$ cat src/rtl/scope_buffer_scheduler_if.sv
// Handshake and status bundle between the capture/DMA side and the scope buffer scheduler.
// The master side drives frame, DMA and release events; the slave side is the scheduler itself.
interface scope_buffer_scheduler_if #(
    parameter int N_BUFFERS  = 4,
    parameter int ADDR_WIDTH = 32,
    parameter int IDX_WIDTH  = $clog2(N_BUFFERS)
);
    logic                  enable;
    logic [ADDR_WIDTH-1:0] buffer_base;
    logic [ADDR_WIDTH-1:0] buffer_stride;
    logic                  frame_done;
    logic                  dma_done;
    logic                  release_valid;
    logic [IDX_WIDTH-1:0]  release_index;
    logic                  start_dma;
    logic [ADDR_WIDTH-1:0] dma_address;
    logic                  buffer_ready;
    logic [IDX_WIDTH-1:0]  ready_index;
    logic [N_BUFFERS-1:0]  full_mask;
    logic                  capture_inhibit;
    logic                  busy;
    logic [15:0]           overrun_count;

    modport master (
        output enable, buffer_base, buffer_stride, frame_done, dma_done,
               release_valid, release_index,
        input  start_dma, dma_address, buffer_ready, ready_index, full_mask,
               capture_inhibit, busy, overrun_count
    );

    modport slave (
        input  enable, buffer_base, buffer_stride, frame_done, dma_done,
               release_valid, release_index,
        output start_dma, dma_address, buffer_ready, ready_index, full_mask,
               capture_inhibit, busy, overrun_count
    );
endinterface

$ cat src/rtl/scope_buffer_scheduler.sv
// Round-robin scheduler that assigns capture frames to a ring of host buffers,
// issues one DMA start per accepted frame and counts frames it has to drop.
module scope_buffer_scheduler #(
    parameter int N_BUFFERS  = 4,
    parameter int ADDR_WIDTH = 32,
    parameter int IDX_WIDTH  = $clog2(N_BUFFERS)
) (
    input logic                    clock,
    input logic                    reset,
    scope_buffer_scheduler_if.slave bus
);
    localparam logic [1:0] IDLE      = 2'd0;
    localparam logic [1:0] ARMED     = 2'd1;
    localparam logic [1:0] IN_FLIGHT = 2'd2;
    localparam logic [1:0] DRAIN     = 2'd3;

    logic [1:0]            state;
    logic [IDX_WIDTH-1:0]  next_idx;
    logic [IDX_WIDTH-1:0]  flight_idx;
    logic [IDX_WIDTH-1:0]  sel_idx;
    logic                  sel_found;
    logic [N_BUFFERS-1:0]  full_mask;
    logic [N_BUFFERS-1:0]  flight_mask;
    logic [N_BUFFERS-1:0]  occupied;
    logic [N_BUFFERS-1:0]  release_mask;
    logic [N_BUFFERS-1:0]  done_mask;
    logic                  start_dma;
    logic                  buffer_ready;
    logic                  busy;
    logic [ADDR_WIDTH-1:0] dma_address;
    logic [IDX_WIDTH-1:0]  ready_index;
    logic [15:0]           overrun_count;
    logic                  transferring;
    logic                  completing;
    logic                  drop_frame;

    assign transferring = (state == IN_FLIGHT) || (state == DRAIN);
    assign completing   = transferring && bus.dma_done;

    // NOTE: every combinational output gets a default before any conditional
    // assignment so no path leaves it unassigned and no latch is inferred.
    always_comb begin
        flight_mask = '0;
        done_mask   = '0;
        if (busy) flight_mask[flight_idx] = 1'b1;
        if (completing) done_mask[flight_idx] = 1'b1;
    end

    assign occupied = full_mask | flight_mask;

    // Eligibility uses the registered mask, so a same-cycle release never helps.
    always_comb begin : next_free_scan
        int                   cand;
        logic [IDX_WIDTH-1:0] cand_idx;
        cand      = 0;
        cand_idx  = '0;
        sel_found = 1'b0;
        sel_idx   = next_idx;
        for (int k = 0; k < N_BUFFERS; k++) begin
            cand = int'(next_idx) + k;
            if (cand >= N_BUFFERS) cand = cand - N_BUFFERS;
            cand_idx = IDX_WIDTH'(cand);
            if (!sel_found && !occupied[cand_idx]) begin
                sel_found = 1'b1;
                sel_idx   = cand_idx;
            end
        end
    end

    // A buffer completing this cycle has no full bit yet, so releasing it is a no-op.
    always_comb begin
        release_mask = '0;
        if (bus.release_valid && (int'(bus.release_index) < N_BUFFERS)
            && full_mask[bus.release_index]) begin
            release_mask[bus.release_index] = 1'b1;
        end
    end

    assign drop_frame = bus.frame_done &&
                        (transferring || ((state == ARMED) && bus.enable && !sel_found));

    // NOTE: registered state uses non-blocking assignments so every flop samples
    // pre-edge values regardless of statement order.
    always_ff @(posedge clock or negedge reset) begin
        if (!reset) begin
            state         <= IDLE;
            next_idx      <= '0;
            flight_idx    <= '0;
            full_mask     <= '0;
            start_dma     <= 1'b0;
            buffer_ready  <= 1'b0;
            busy          <= 1'b0;
            dma_address   <= '0;
            ready_index   <= '0;
            overrun_count <= '0;
        end else begin
            start_dma    <= 1'b0;
            buffer_ready <= 1'b0;
            full_mask    <= (full_mask & ~release_mask) | done_mask;
            if (drop_frame && (overrun_count != 16'hFFFF)) begin
                overrun_count <= overrun_count + 16'd1;
            end

            case (state)
                IDLE: begin
                    if (bus.enable) state <= ARMED;
                end
                ARMED: begin
                    if (!bus.enable) begin
                        state <= IDLE;
                    end else if (bus.frame_done && sel_found) begin
                        start_dma   <= 1'b1;
                        busy        <= 1'b1;
                        flight_idx  <= sel_idx;
                        dma_address <= bus.buffer_base + ADDR_WIDTH'(sel_idx) * bus.buffer_stride;
                        state       <= IN_FLIGHT;
                    end
                end
                IN_FLIGHT, DRAIN: begin
                    if (bus.dma_done) begin
                        buffer_ready <= 1'b1;
                        ready_index  <= flight_idx;
                        busy         <= 1'b0;
                        next_idx     <= (int'(flight_idx) == N_BUFFERS - 1) ? '0
                                                                           : flight_idx + IDX_WIDTH'(1);
                        state        <= ((state == IN_FLIGHT) && bus.enable) ? ARMED : IDLE;
                    end else if (!bus.enable) begin
                        state <= DRAIN;
                    end
                end
                default: state <= IDLE;
            endcase
        end
    end

    assign bus.start_dma       = start_dma;
    assign bus.dma_address     = dma_address;
    assign bus.buffer_ready    = buffer_ready;
    assign bus.ready_index     = ready_index;
    assign bus.full_mask       = full_mask;
    assign bus.capture_inhibit = &occupied;
    assign bus.busy            = busy;
    assign bus.overrun_count   = overrun_count;
endmodule

$ cat src/flat_wrapper.sv
// flat-port wrapper written by rule: the top's interface ports become plain ports
module scope_buffer_scheduler_flat 
#(
    parameter int N_BUFFERS  = 4,
    parameter int ADDR_WIDTH = 32,
    parameter int IDX_WIDTH  = $clog2(N_BUFFERS)
)
  (clock, reset, bus_enable, bus_buffer_base, bus_buffer_stride, bus_frame_done, bus_dma_done, bus_release_valid, bus_release_index, bus_start_dma, bus_dma_address, bus_buffer_ready, bus_ready_index, bus_full_mask, bus_capture_inhibit, bus_busy, bus_overrun_count);
  scope_buffer_scheduler_if #(.N_BUFFERS(N_BUFFERS), .ADDR_WIDTH(ADDR_WIDTH), .IDX_WIDTH(IDX_WIDTH)) bus_i ();
  input logic clock;
  input logic reset;
  input wire logic [$bits(bus_i.enable)-1:0] bus_enable;
  input wire logic [$bits(bus_i.buffer_base)-1:0] bus_buffer_base;
  input wire logic [$bits(bus_i.buffer_stride)-1:0] bus_buffer_stride;
  input wire logic [$bits(bus_i.frame_done)-1:0] bus_frame_done;
  input wire logic [$bits(bus_i.dma_done)-1:0] bus_dma_done;
  input wire logic [$bits(bus_i.release_valid)-1:0] bus_release_valid;
  input wire logic [$bits(bus_i.release_index)-1:0] bus_release_index;
  output wire logic [$bits(bus_i.start_dma)-1:0] bus_start_dma;
  output wire logic [$bits(bus_i.dma_address)-1:0] bus_dma_address;
  output wire logic [$bits(bus_i.buffer_ready)-1:0] bus_buffer_ready;
  output wire logic [$bits(bus_i.ready_index)-1:0] bus_ready_index;
  output wire logic [$bits(bus_i.full_mask)-1:0] bus_full_mask;
  output wire logic [$bits(bus_i.capture_inhibit)-1:0] bus_capture_inhibit;
  output wire logic [$bits(bus_i.busy)-1:0] bus_busy;
  output wire logic [$bits(bus_i.overrun_count)-1:0] bus_overrun_count;
  assign bus_i.enable = bus_enable;
  assign bus_i.buffer_base = bus_buffer_base;
  assign bus_i.buffer_stride = bus_buffer_stride;
  assign bus_i.frame_done = bus_frame_done;
  assign bus_i.dma_done = bus_dma_done;
  assign bus_i.release_valid = bus_release_valid;
  assign bus_i.release_index = bus_release_index;
  assign bus_start_dma = bus_i.start_dma;
  assign bus_dma_address = bus_i.dma_address;
  assign bus_buffer_ready = bus_i.buffer_ready;
  assign bus_ready_index = bus_i.ready_index;
  assign bus_full_mask = bus_i.full_mask;
  assign bus_capture_inhibit = bus_i.capture_inhibit;
  assign bus_busy = bus_i.busy;
  assign bus_overrun_count = bus_i.overrun_count;
  scope_buffer_scheduler #(.N_BUFFERS(N_BUFFERS), .ADDR_WIDTH(ADDR_WIDTH), .IDX_WIDTH(IDX_WIDTH)) u_core (.clock(clock), .reset(reset), .bus(bus_i));
endmodule
$ cat config.mk
export PLATFORM = sky130hd
export DESIGN_NAME = scope_buffer_scheduler_flat
export DESIGN_NICKNAME = d
export VERILOG_FILES = /design/src/rtl/scope_buffer_scheduler_if.sv /design/src/rtl/scope_buffer_scheduler.sv /design/src/flat_wrapper.sv
export SDC_FILE = /design/constraint.sdc
export NUM_CORES = 1
export LEC_CHECK = 0
export ABC_AREA = 1
export ABC_CLOCK_PERIOD_IN_PS = 11200
export BUFFER_PORTS_ARGS = -buffer_cell sky130_fd_sc_hd__buf_2
export CAP_MARGIN = 20
export CELL_PAD_IN_SITES_DETAIL_PLACEMENT = 1
export CELL_PAD_IN_SITES_GLOBAL_PLACEMENT = 2
export CORE_AREA = 2 2 136 138
export CTS_CLUSTER_SIZE = 40
export DETAILED_ROUTE_END_ITERATION = 10
export DIE_AREA = 0 0 138 140
export PLACE_DENSITY = 0.85
export SKIP_LAST_GASP = 1
export SLEW_MARGIN = 40
export SYNTH_ARGS = -nofsm -noshare
export SYNTH_HDL_FRONTEND = slang
export SYNTH_SLANG_ARGS = --single-unit
export TNS_END_PERCENT = 50
$ cat constraint.sdc
create_clock -name clock -period 11.2 [get_ports clock]
set_clock_uncertainty 0.15 [all_clocks]
set_input_delay 1.68 -clock clock [delete_from_list [all_inputs] [get_ports clock]]
set_output_delay 1.68 -clock clock [all_outputs]
set_load 0.01 [all_outputs]
# Word-level counts from Yosys, hierarchy flattened

Cells that the tools add are included.

$add $sub $neg: 10
Multiply operators: 1
Shifts and indexed selects: 0
Muxes and demuxes: 46
Eq/ne operators: 11
Bitwise logic cells: 4
Divide/modulo/power cells: 0
Reductions and logical operators: 29
Magnitude comparators: 12

Operators by type and width:

| operator                                             | count |
|---|---|
| adder 32 bit                                         | 1 |
| multiplier 2 x 32 -> 32 bit                          | 1 |
| two-way mux 2 bit                                    | 14 |
| two-way mux 1 bit                                    | 20 |
| < comparator 2 x 3 -> 1 bit (second input constant)  | 6 |
| adder 16 x 1 -> 16 bit (second input constant)       | 1 |
| != test 16 bit (second input constant)               | 1 |
| logical AND 1 bit                                    | 13 |
| two-way mux 4 bit                                    | 3 |
| binary-select mux 1 bit (select 2 bit)               | 5 |
| >= comparator 3 bit (second input constant)          | 3 |
| != test 2 bit (second input constant)                | 4 |
| bitwise OR 4 bit                                     | 2 |
| AND reduction 4 bit                                  | 2 |
| subtractor 2 x 1 -> 2 bit (second input constant)    | 4 |
| adder 2 x 2 -> 3 bit (second input constant)         | 2 |
| zero test 1 bit                                      | 6 |
| != test 3 bit (second input constant)                | 2 |
| one-hot mux 2 bit (3 select lines)                   | 1 |
| AND reduction 3 bit                                  | 2 |
| bitwise AND 4 bit                                    | 1 |
| demux 1 bit (select 2 bit)                           | 2 |
| equality test 2 x 1 -> 1 bit (second input constant) | 2 |
| equality test 2 bit (second input constant)          | 2 |
| 11 further kinds                                     | 13 |

Output and inout bits: 58
Logic and storage cells: 123
Memories kept: 0
ROM bits: 0
Register bits: 63
Bits in writable memories: 0
Bits of input ports: 72
Latch bits: 0

# Logic depth before layout (Yosys ltp)

Gate-level depths: netlist of the first run.

Depth in word-level cells: 22
Gate-level depth with buffers: 32
Mapped depth without buffers: 31

# Least setup slack after synthesis of the first run

Ideal clock, no wire load.

Path type: input-to-reg
Start: in bus_buffer_stride[0]
End: reg u_core.dma_address[23], in the netlist u_core.bus.dma_address[23]
Arrival time: 3943 ps
Stages: 15
Slack: 7041 ps
Library setup time: 65 ps
Path through: inv_1 nor2_1 fa_1 ha_1 inv_1 fa_1 nor4_1 nor2_1 o21ai_2 a21o_1 nand2_1 nand2_1 xor2_1 nand2_1 nand2_1

Longest elaborated chain between the ends: 2

RTL lines:

| what                        | RTL line                      | text |
|---|---|---|
| start, declared             | flat_wrapper.sv:14            | `input wire logic [$bits(bus_i.buffer_stride)-1:0] bus_buffer_stride;` |
| multiplier 2 x 32 -> 32 bit | scope_buffer_scheduler.sv:115 | `dma_address <= bus.buffer_base + ADDR_WIDTH'(sel_idx) * bus.buffer_stride;` |
| adder 32 bit                | scope_buffer_scheduler.sv:115 |  |
| end signal, assigned        | scope_buffer_scheduler.sv:115 |  |
| end, declared               | scope_buffer_scheduler.sv:30  | `logic [ADDR_WIDTH-1:0] dma_address;` |

No other way between the ends.
A chain may end at the register's enable or synchronous reset.

# Worst setup path in the final report of the first run

Start: reg u_core.flight_idx[0]
End: reg u_core.dma_address[23], in the netlist u_core.bus.dma_address[23]

Longest elaborated chain between the ends: 19
Elaborated cells between the ends (all ways): 35
Classes of those cells: add/sub (1); mul (1); order compare (2); mux (19); bitwise (1); reduce/logical (11)

RTL lines:

| what                                                                                                     | RTL line                                                     | text |
|---|---|---|
| start, declared                                                                                          | scope_buffer_scheduler.sv:19                                 | `logic [IDX_WIDTH-1:0] flight_idx;` |
| start signal, assigned                                                                                   | scope_buffer_scheduler.sv:114                                | `flight_idx <= sel_idx;` |
| < comparator 2 x 3 -> 1 bit (not written as such) / >= comparator 2 x 1 -> 1 bit (equally long branches) | scope_buffer_scheduler.sv:45                                 | `if (busy) flight_mask[flight_idx] = 1'b1;` |
| logical AND 1 bit (not written as such)                                                                  | scope_buffer_scheduler.sv:45                                 |  |
| two-way mux 1 bit (not written as such)                                                                  | scope_buffer_scheduler.sv:45                                 |  |
| demux 1 bit (select 2 bit) *                                                                             | n/a                                                          |  |
| two-way mux 4 bit *                                                                                      | scope_buffer_scheduler.sv:45                                 |  |
| bitwise OR 4 bit *                                                                                       | scope_buffer_scheduler.sv:49                                 | `assign occupied = full_mask \| flight_mask;` |
| binary-select mux 1 bit (select 2 bit)                                                                   | scope_buffer_scheduler.sv:63                                 | `if (!sel_found && !occupied[cand_idx]) begin` |
| two-way mux 1 bit (not written as such)                                                                  | scope_buffer_scheduler.sv:63                                 |  |
| (+3 left out)                                                                                            | n/a                                                          |  |
| zero test 1 bit                                                                                          | scope_buffer_scheduler.sv:63                                 |  |
| logical AND 1 bit                                                                                        | scope_buffer_scheduler.sv:63                                 |  |
| two-way mux 1 bit                                                                                        | scope_buffer_scheduler.sv:63                                 |  |
| zero test 1 bit                                                                                          | scope_buffer_scheduler.sv:63                                 |  |
| logical AND 1 bit                                                                                        | scope_buffer_scheduler.sv:63                                 |  |
| two-way mux 2 bit / two-way mux 1 bit (equally long branches)                                            | scope_buffer_scheduler.sv:63                                 |  |
| multiplier 2 x 32 -> 32 bit / logical AND 1 bit (equally long branches)                                  | scope_buffer_scheduler.sv:115, scope_buffer_scheduler.sv:111 |  |
| adder 32 bit / AND reduction 3 bit (equally long branches)                                               | n/a                                                          |  |

Mark *: on every way between the ends. The rest lies on a longest branch, timed or not. The select of a mux whose other input is x is not followed.

==> flow_metrics.env, run 1 <==
export IMPL_status="complete, no violations"
export IMPL_root_buffer="clkbuf_16"
export IMPL_ctsResizeCount=0
export IMPL_setup_worst_path_class="reg -> reg"
export IMPL_crit_fanout=27
export IMPL_grt_usage_pct=18.8
export IMPL_htreeDepth=3
export IMPL_first_iter_violations=286
export IMPL_hold_viol=0
export IMPL_fin_util_pct=39.6
export IMPL_cts_tree="yes"
export IMPL_drc=0
export IMPL_viasPerCell=4.74
export IMPL_ys_seq_area_share_pct=27.0
export IMPL_final_nets=1077
export IMPL_wl_per_cell_um=15.2
export IMPL_routed_wl_mm=17.8
export IMPL_gp_congestion=0.806
export IMPL_postSynthCellCount=808
export IMPL_grt_pass1_wl_mm=29.6
export IMPL_syn_area_per_cell_um2=7.22
export IMPL_cts_setup_buffers=0
export IMPL_numPortBuffers=129
export IMPL_numClockSinks=63
export IMPL_fin_crit_ns=5.04
export IMPL_cp_arrival_ns=5.15
export IMPL_ys_types=44
export IMPL_fp_row_count=49
export IMPL_tns_ns=0
export IMPL_rsz0062_at_grt="no"
export IMPL_dp_hpwl_mm=14.5
export IMPL_layout_drive_gt1_share_pct=18.5
export IMPL_pre_cts_ws_ns=6.22
export IMPL_max_freq_mhz=199
export IMPL_place_inst=1156
export IMPL_min_path_type="reg -> reg"
export IMPL_path_clk_slew_ns=0.06
export IMPL_grt_ovfl_total=0
export IMPL_crit_required_ns=11.32
export IMPL_cts_hold_fix_buffers=0
export IMPL_cts_max_path_buffers=2
export IMPL_synth_edff_count=0
export IMPL_dr_total_vias=5555
export IMPL_syn_nets=947
export IMPL_antenna_found_initial=0
export IMPL_worst_pin_slew_ns=0.703
export IMPL_start_util_pct=32.8
export IMPL_yosys_warnings=0
export IMPL_core_area_um2=17800
export IMPL_final_setup_worst_slack_ns=6.16
export IMPL_cts_buffers=9
export IMPL_ys_ff_latch=63
export IMPL_ant_nets=0
export IMPL_die_h_um=140
export IMPL_io_pins=130
export IMPL_cap_violations=0
export IMPL_first_pass_iters=4
export IMPL_async_flop_share_pct=100
export IMPL_setup_viol=0
export IMPL_syn_to_final_growth_pct=20.7
export IMPL_ff2ff_setup_slack_ns=6.16
export IMPL_final_cell_count_no_fill=1172
export IMPL_die_area_um2=19300
export IMPL_drv_slew=0
export IMPL_antenna_cells=0
export IMPL_first_global_vias=5912
export IMPL_max_slew_margin_pct=52.8
export IMPL_insertion_delay_ns=0.33
export IMPL_synth_ff_type="dfrtp_1"
export IMPL_die_w_um=138
export IMPL_start_kind="flip-flop"
export IMPL_grt_max_degree=64
export IMPL_timing_final_crit_share_pct=45.0
export IMPL_cp_end_kind="flip-flop"
export IMPL_syn_area_um2=5840
-- cell usage in the layout, fill, tap and decap left out, types with 4 or more instances in the layout --
cell type	Yosys	routed
nor2_1	45	45
inv_1	128	128
buf_2	0	129
xnor2_1	11	11
nand4_1	11	11
ha_1	36	36
or2_2	5	5
nor4_1	5	5
a21o_1	4	4
o21ai_0	50	50
nand2_1	237	237
clkbuf_16	0	9
dfrtp_1	63	63
o21a_1	4	4
nand3_1	53	53
a21oi_1	41	41
nand2_2	5	5
fa_1	31	31
nor3_1	6	6
xor2_1	20	20
-- state kept, by name, summed over array words and instances, names as in the netlist --
register	count
u_core.bus.buffer_ready	1
u_core.bus.busy	1
u_core.next_idx	2
u_core.flight_idx	2
u_core.state	2
u_core.bus.start_dma	1
u_core.bus.full_mask	4
u_core.bus.ready_index	2
u_core.bus.dma_address	32
u_core.bus.overrun_count	16
-- worst paths after layout --
check | cells after the start | from | endpoint
min in group asynchronous | 2 | reset | u_core.bus.full_mask[2]
hold / removal | 2 | u_core.bus.dma_address[31] | u_core.bus.dma_address[31]
setup reg to reg | 23 | u_core.flight_idx[0] | u_core.bus.dma_address[23]
max in group asynchronous | 2 | reset | u_core.bus.dma_address[26]
hold reg to reg | 2 | u_core.bus.dma_address[31] | u_core.bus.dma_address[31]
setup / recovery | 23 | u_core.flight_idx[0] | u_core.bus.dma_address[23]
-- cells by family after synthesis --
group / after synthesis / share of synthesized area (%)
fa+ha+maj: 67 / 18.4
xor+xnor: 31 / 4.65
buf+inv: 146 / 10.2
compound gates: 119 / 11.3
flops: 63 / 27.0
simple gates: 382 / 28.4
-- Yosys cell counts (5+ instances only) --
library cell / instances / area (µm²)
nand2_1: 237 / 890
inv_1: 128 / 480
dfrtp_1: 63 / 1580
nand3_1: 53 / 265
o21ai_0: 50 / 250
nor2_1: 45 / 169
a21oi_1: 41 / 205
ha_1: 36 / 450
fa_1: 31 / 621
xor2_1: 20 / 175
nand4_1: 11 / 68.8
xnor2_1: 11 / 96.3
buf_6: 6 / 67.6
clkbuf_1: 6 / 22.5
nor3_1: 6 / 30.0
nand2_2: 5 / 31.3
nor4_1: 5 / 31.3
or2_2: 5 / 31.3
-- worst max-delay path, cell delays in order (launching register included) --
cell and delay (ns):
dfrtp_1 0.39, inv_1 0.10, ha_1 0.22, nand2_1 0.11
nand3_1 0.10, nand2_1 0.13, nand2_1 0.06, nand2_1 0.10
nand4_1 0.17, nand2_1 0.19, nand2_2 0.15, inv_2 0.42
nand2_1 0.14, fa_1 0.52, fa_1 0.53, nor4_1 0.36
nor2_1 0.17, o21ai_2 0.25, a21o_1 0.21, nand2_1 0.07
nand2_1 0.07, xor2_1 0.21, nand2_1 0.07, nand2_1 0.07
-- metrics by stage --
| step | area [µm²] | hold slack (ns) |
|---|---|---|
| 2_1_floorplan | 5840 | 0.353 |
| 3_3_place_gp | 6690 | 0.311 |
| 3_5_place_dp | 6700 | 0.316 |
| 4_1_cts | 7040 | 0.331 |
| 5_1_grt | 7040 | 0.359 |
| 6_report | 7040 | 0.330 |
-- metal layers --
layer / vias to the layer above / share of wire (%) / GRT usage (%)
li1: 2835 / - / -
met1: 2618 / 46 / 25.2
met2: 95 / 50 / 33.4
met3: 7 / 3.2 / 1.68
met4: 0 / 0.77 / 3.92
met5: - / 0 / 0
-- cell type report --
class | count | area [µm²]
clock inverters | 7 | 121
repair buffers | 131 | 664
inverters | 134 | 508
multi-input cells | 599 | 3660
clock buffers | 9 | 225
fillers | 2300 | 10700
well taps | 229 | 287
flip-flops and latches | 63 | 1580
Power of run 1 is not shown: default switching activity piles up to over one toggle a cycle in this logic, so the estimate is an artifact.
==> run 2, diff against run 1 <==
ABC_CLOCK_PERIOD_IN_PS = 4700   (was 11200)
CORE_AREA = 2 2 141 143   (was 2 2 136 138)
DIE_AREA = 0 0 143 145   (was 0 0 138 140)
PLACE_DENSITY = 0.8   (was 0.85)
clock period = 4.7 ns   (was 11.2 ns; I/O delays follow)
==> run 2 against run 1 <==
Net effect: cell area grew 6.6%; via count increased by 2.5%; highest routed layer unchanged; non-clock buffer count increased by 17; critical path type unchanged; worst hold slack worse by 0.14 ns.
==> flow_metrics.env, run 2 (same netlist as run 1, synthesis figures left out) <==
export IMPL_status="complete, no violations"
export IMPL_timing_final_crit_share_pct=93.6
export IMPL_tns_ns=0
export IMPL_antenna_cells=0
export IMPL_syn_to_final_growth_pct=28.6
export IMPL_grt_max_degree=49
export IMPL_layout_commonest_cell="nand2_1"
export IMPL_rr_startpoint="u_core.flight_idx[0]"
export IMPL_cts_buffers=9
export IMPL_start_kind="flip-flop"
export IMPL_cap_violations=0
export IMPL_first_iter_violations=161
export IMPL_die_area_um2=20700
export IMPL_crit_fanout=11
export IMPL_io_pins=130
export IMPL_core_area_um2=19200
export IMPL_pre_cts_ws_ns=-0.0275
export IMPL_fin_crit_ns=4.40
export IMPL_fp_row_count=51
export IMPL_cts_max_path_buffers=2
export IMPL_numPortBuffers=129
export IMPL_crit_required_ns=4.79
export IMPL_viasPerCell=4.65
export IMPL_top_register="u_core.bus.dma_address"
export IMPL_layout_drive_gt1_share_pct=25.8
export IMPL_ff2ff_path_depth=28
export IMPL_drc=0
export IMPL_cp_arrival_ns=4.49
export IMPL_setup_viol=0
export IMPL_final_nets=1094
export IMPL_die_h_um=145
export IMPL_cts_tree="yes"
export IMPL_ant_nets=0
export IMPL_max_freq_mhz=227
export IMPL_worst_pin_slew_ns=0.604
export IMPL_reg2reg_to="u_core.bus.dma_address[28]"
export IMPL_dr_total_vias=5692
export IMPL_cp_end_kind="flip-flop"
export IMPL_top_regs="u_core.bus.dma_address (32), u_core.bus.overrun_count (16), u_core.bus.full_mask (4)"
export IMPL_max_stage_delay_ns=0.50
export IMPL_hold_viol=0
export IMPL_ff2ff_setup_slack_ns=0.30
export IMPL_first_global_vias=6010
export IMPL_drv_slew=0
export IMPL_dp_hpwl_mm=14.6
export IMPL_grt_usage_pct=17.9
export IMPL_first_pass_iters=4
export IMPL_start_util_pct=30.4
export IMPL_htreeDepth=3
export IMPL_die_w_um=143
export IMPL_fill_cells=2412
export IMPL_crit_path_frequent_cell="nand2_1"
export IMPL_crit_start="u_core.flight_idx[0]"
export IMPL_final_setup_worst_slack_ns=0.300
export IMPL_holdWs_ns=0.185
export IMPL_numClockSinks=63
export IMPL_path_clk_slew_ns=0.06
export IMPL_min_path_type="in -> async"
export IMPL_largest_reg_flops=32
export IMPL_insertion_delay_ns=0.35
export IMPL_root_buffer="clkbuf_16"
export IMPL_setup_worst_path_class="reg -> reg"
export IMPL_slowest_stage="fa_1"
export IMPL_layout_common_cells="nand2_1 (227), buf_2 (128), inv_1 (127)"
export IMPL_fin_util_pct=39.1
export IMPL_routed_wl_mm=18.1
export IMPL_grt_pass1_wl_mm=29.5
export IMPL_max_slew_margin_pct=59.7
export IMPL_grt_ovfl_total=0
export IMPL_gp_congestion=0.842
export IMPL_wl_per_cell_um=14.8
export IMPL_antenna_found_initial=0
[run 2: changes by cell type in the layout (fill, tap and decap cells not counted), sizes merged]
cell,previous run,this run
buf,131,148
bufinv,3,2
clkinv,6,3
inv,132,136
[run 2: worst max path at each step]
stage / end / slack, ns / cells past startpoint
floorplan: u_core.bus.dma_address[22] / 0.64 / 31
global placement: u_core.bus.dma_address[23] / 0.09 / 27
detailed placement: u_core.bus.dma_address[28] / -0.03 / 28
CTS: u_core.bus.dma_address[28] / 0.0002 / 28
global route: u_core.bus.dma_address[22] / -0.03 / 30
finish: u_core.bus.dma_address[28] / 0.30 / 28
[run 2: worst max-delay path: cells and delay by family, from the launching register on]
kind | cells | cell delay (ns)
AND/OR/NAND/NOR | 18 | 1.74
buffers and inverters | 4 | 0.43
AO/OA/AOI/OAI | 3 | 0.51
flip-flops | 1 | 0.41
adder cells (fa/ha/maj) | 3 | 1.03
[run 2: layout make-up]
class                   instances  area (µm²)  share of cell area, %
inverters                     134         523                   6.97
clock buffers                   9         225                   3.00
well taps                     265         332                   4.42
multi-input cells             599        3940                   52.5
clock inverters                 7         100                   1.33
flip-flops and latches         63        1580                   21.0
repair buffers                148         811                   10.8
[run 2: repair_timing]
action	4_1_cts	5_1_grt
buffers inserted	1	7
hold buffers	0	0
pin swaps	1	8
endpoints found under the setup margin	6	22
resized for setup	3	74
[run 2: through the flow]
stage                     cell area [µm²]  cells
after floorplan                      5840    808
after global routing                 7500   1225
after detailed placement             6820   1201
after CTS                            7160   1218
after global placement               6820   1201
final                                7500   1225
[run 2: metal layers]
metal | share of wire, % | track usage [%]
met2 | 49 | 30.3
met1 | 47 | 23.5
met4 | 1.3 | 5.00
met5 | 0 | 0
met3 | 2.7 | 2.67
Power of run 2 is left out for the same reason.
==> run 3, diff against run 2 <==
REMOVE_ABC_BUFFERS = 1   (was default)
==> run 3 against run 2 <==
Net effect: first-iteration DRC count up 25%; highest routed layer unchanged; die area unchanged; maximum frequency down 1.0%; non-clock buffer count up 6; critical path depth down 3; routed wire length up 1.8%; critical endpoint unchanged; critical path type unchanged.
==> flow_metrics.env, run 3 (same netlist as run 1, synthesis figures left out) <==
export IMPL_status="complete, no violations"
export IMPL_gp_congestion=0.818
export IMPL_worst_pin_slew_ns=0.615
export IMPL_die_area_um2=20700
export IMPL_drc=0
export IMPL_min_path_type="in -> async"
export IMPL_final_nets=1101
export IMPL_cp_end_kind="flip-flop"
export IMPL_holdWs_ns=0.216
export IMPL_fp_row_count=51
export IMPL_first_global_vias=5992
export IMPL_core_area_um2=19200
export IMPL_grt_ovfl_total=0
export IMPL_first_iter_violations=201
export IMPL_max_freq_mhz=225
export IMPL_insertion_delay_ns=0.35
export IMPL_hold_viol=0
export IMPL_layout_commonest_cell="nand2_1"
export IMPL_cts_tree="yes"
export IMPL_numPortBuffers=129
export IMPL_grt_usage_pct=18.1
export IMPL_setup_viol=0
export IMPL_antenna_found_initial=0
export IMPL_cts_buffers=9
export IMPL_fin_crit_ns=4.45
export IMPL_setup_worst_path_class="reg -> reg"
export IMPL_numClockSinks=63
export IMPL_start_util_pct=30.4
export IMPL_grt_pass1_wl_mm=29.9
export IMPL_max_slew_margin_pct=58.9
export IMPL_dr_total_vias=5762
export IMPL_die_w_um=143
export IMPL_antenna_cells=0
export IMPL_tns_ns=0
export IMPL_use_met2_pct=29.5
export IMPL_crit_fanout=15
export IMPL_fill_cells=2430
export IMPL_grt_max_degree=43
export IMPL_start_kind="flip-flop"
export IMPL_cts_max_path_buffers=2
export IMPL_wl_per_cell_um=15.0
export IMPL_top_register="u_core.bus.dma_address"
export IMPL_io_pins=130
export IMPL_crit_required_ns=4.78
export IMPL_routed_wl_mm=18.4
export IMPL_largest_reg_flops=32
export IMPL_cts_hold_fix_buffers=0
export IMPL_dp_hpwl_mm=14.5
export IMPL_layout_drive_gt1_share_pct=25.3
export IMPL_root_buffer="clkbuf_16"
export IMPL_seq_area_um2=1580
export IMPL_viasPerCell=4.68
export IMPL_multi_input_area_um2=3890
export IMPL_rsz0062_at_grt="yes"
export IMPL_layout_common_cells="nand2_1 (226), buf_2 (128), inv_1 (127)"
export IMPL_ant_nets=0
export IMPL_syn_to_final_growth_pct=28.3
export IMPL_grt_use_met3_pct=2.90
export IMPL_met1_usage_pct=24.9
export IMPL_cp_arrival_ns=4.53
export IMPL_gr_max_usage_layer="met2"
export IMPL_die_h_um=145
export IMPL_drv_slew=0
export IMPL_first_pass_iters=4
export IMPL_timing_final_crit_share_pct=94.6
export IMPL_path_clk_slew_ns=0.07
export IMPL_top_regs="u_core.bus.dma_address (32), u_core.bus.overrun_count (16), u_core.bus.full_mask (4)"
export IMPL_cap_violations=0
export IMPL_htreeDepth=3
==> run 3: worst paths after layout <==
check	startpoint	end	slack [ns]	depth (start not counted)
worst max-delay path	u_core.flight_idx[1]	u_core.bus.dma_address[28]	0.25	25
worst min-delay path	reset	u_core.bus.dma_address[31]	0.22	1
worst max register to register	u_core.flight_idx[1]	u_core.bus.dma_address[28]	0.25	25
worst min register to register	u_core.bus.dma_address[1]	u_core.bus.dma_address[1]	0.32	2
max in group asynchronous	reset	u_core.bus.overrun_count[0]	3.46	2
min in group clock	u_core.bus.dma_address[1]	u_core.bus.dma_address[1]	0.32	2
==> run 3: layout make-up <==
type                       instances  share of cell area (%)
timing repair buffer             154                    11.3
clock inverter                     7                    1.07
sequential                        63                    21.1
timing repair inverter             1                   0.117
clock buffer                       9                    3.01
inverter                         134                    7.02
tap                              265                    4.43
multi-input combinational        599                    52.0
==> run 3: timing repair <==
item	CTS	global route
buffers inserted	0	14
resized for setup	2	64
pin swaps	0	17
cloned	0	1
setup endpoints to repair	6	23
==> run 3: metal layers <==
metal,routed length [µm],vias up
met2,8630,88
met3,584,16
met4,223,0
met5,0,-
met1,8990,2771
li1,-,2887
==> run 3: through the flow <==
stage / cell area (µm²) / setup WS [ns] / utilization, % / std cells
3_3_place_gp: 6810 / 0.0318 / 35.4 / 1201
5_1_grt: 7490 / -0.0859 / 39.0 / 1232
4_1_cts: 7120 / 0.0264 / 37.1 / 1217
6_report: 7490 / 0.255 / 39.0 / 1232
3_5_place_dp: 6810 / -0.0427 / 35.4 / 1201
2_1_floorplan: 5750 / 0.581 / - / 796
==> run 3: worst max-delay path, stage by stage, from the launching register on <==
cell and delay (ns):
dfrtp_1 0.39, inv_1 0.10, ha_1 0.22, nand2_1 0.14, nand3_2 0.10, nand2_2 0.12
nand2_1 0.05, nand2_1 0.10, nand4_1 0.18, nand2_2 0.15, nand2_4 0.07, inv_6 0.14
buf_8 0.18, nand2_1 0.09, fa_1 0.48, inv_1 0.04, ha_1 0.35, a21oi_1 0.19
o21ai_0 0.10, a21oi_1 0.18, nand3_2 0.16, nand3_1 0.11, o211ai_1 0.13, or2_2 0.30
nand3_1 0.07, nand2_1 0.05
Power of run 3 is left out for the same reason.
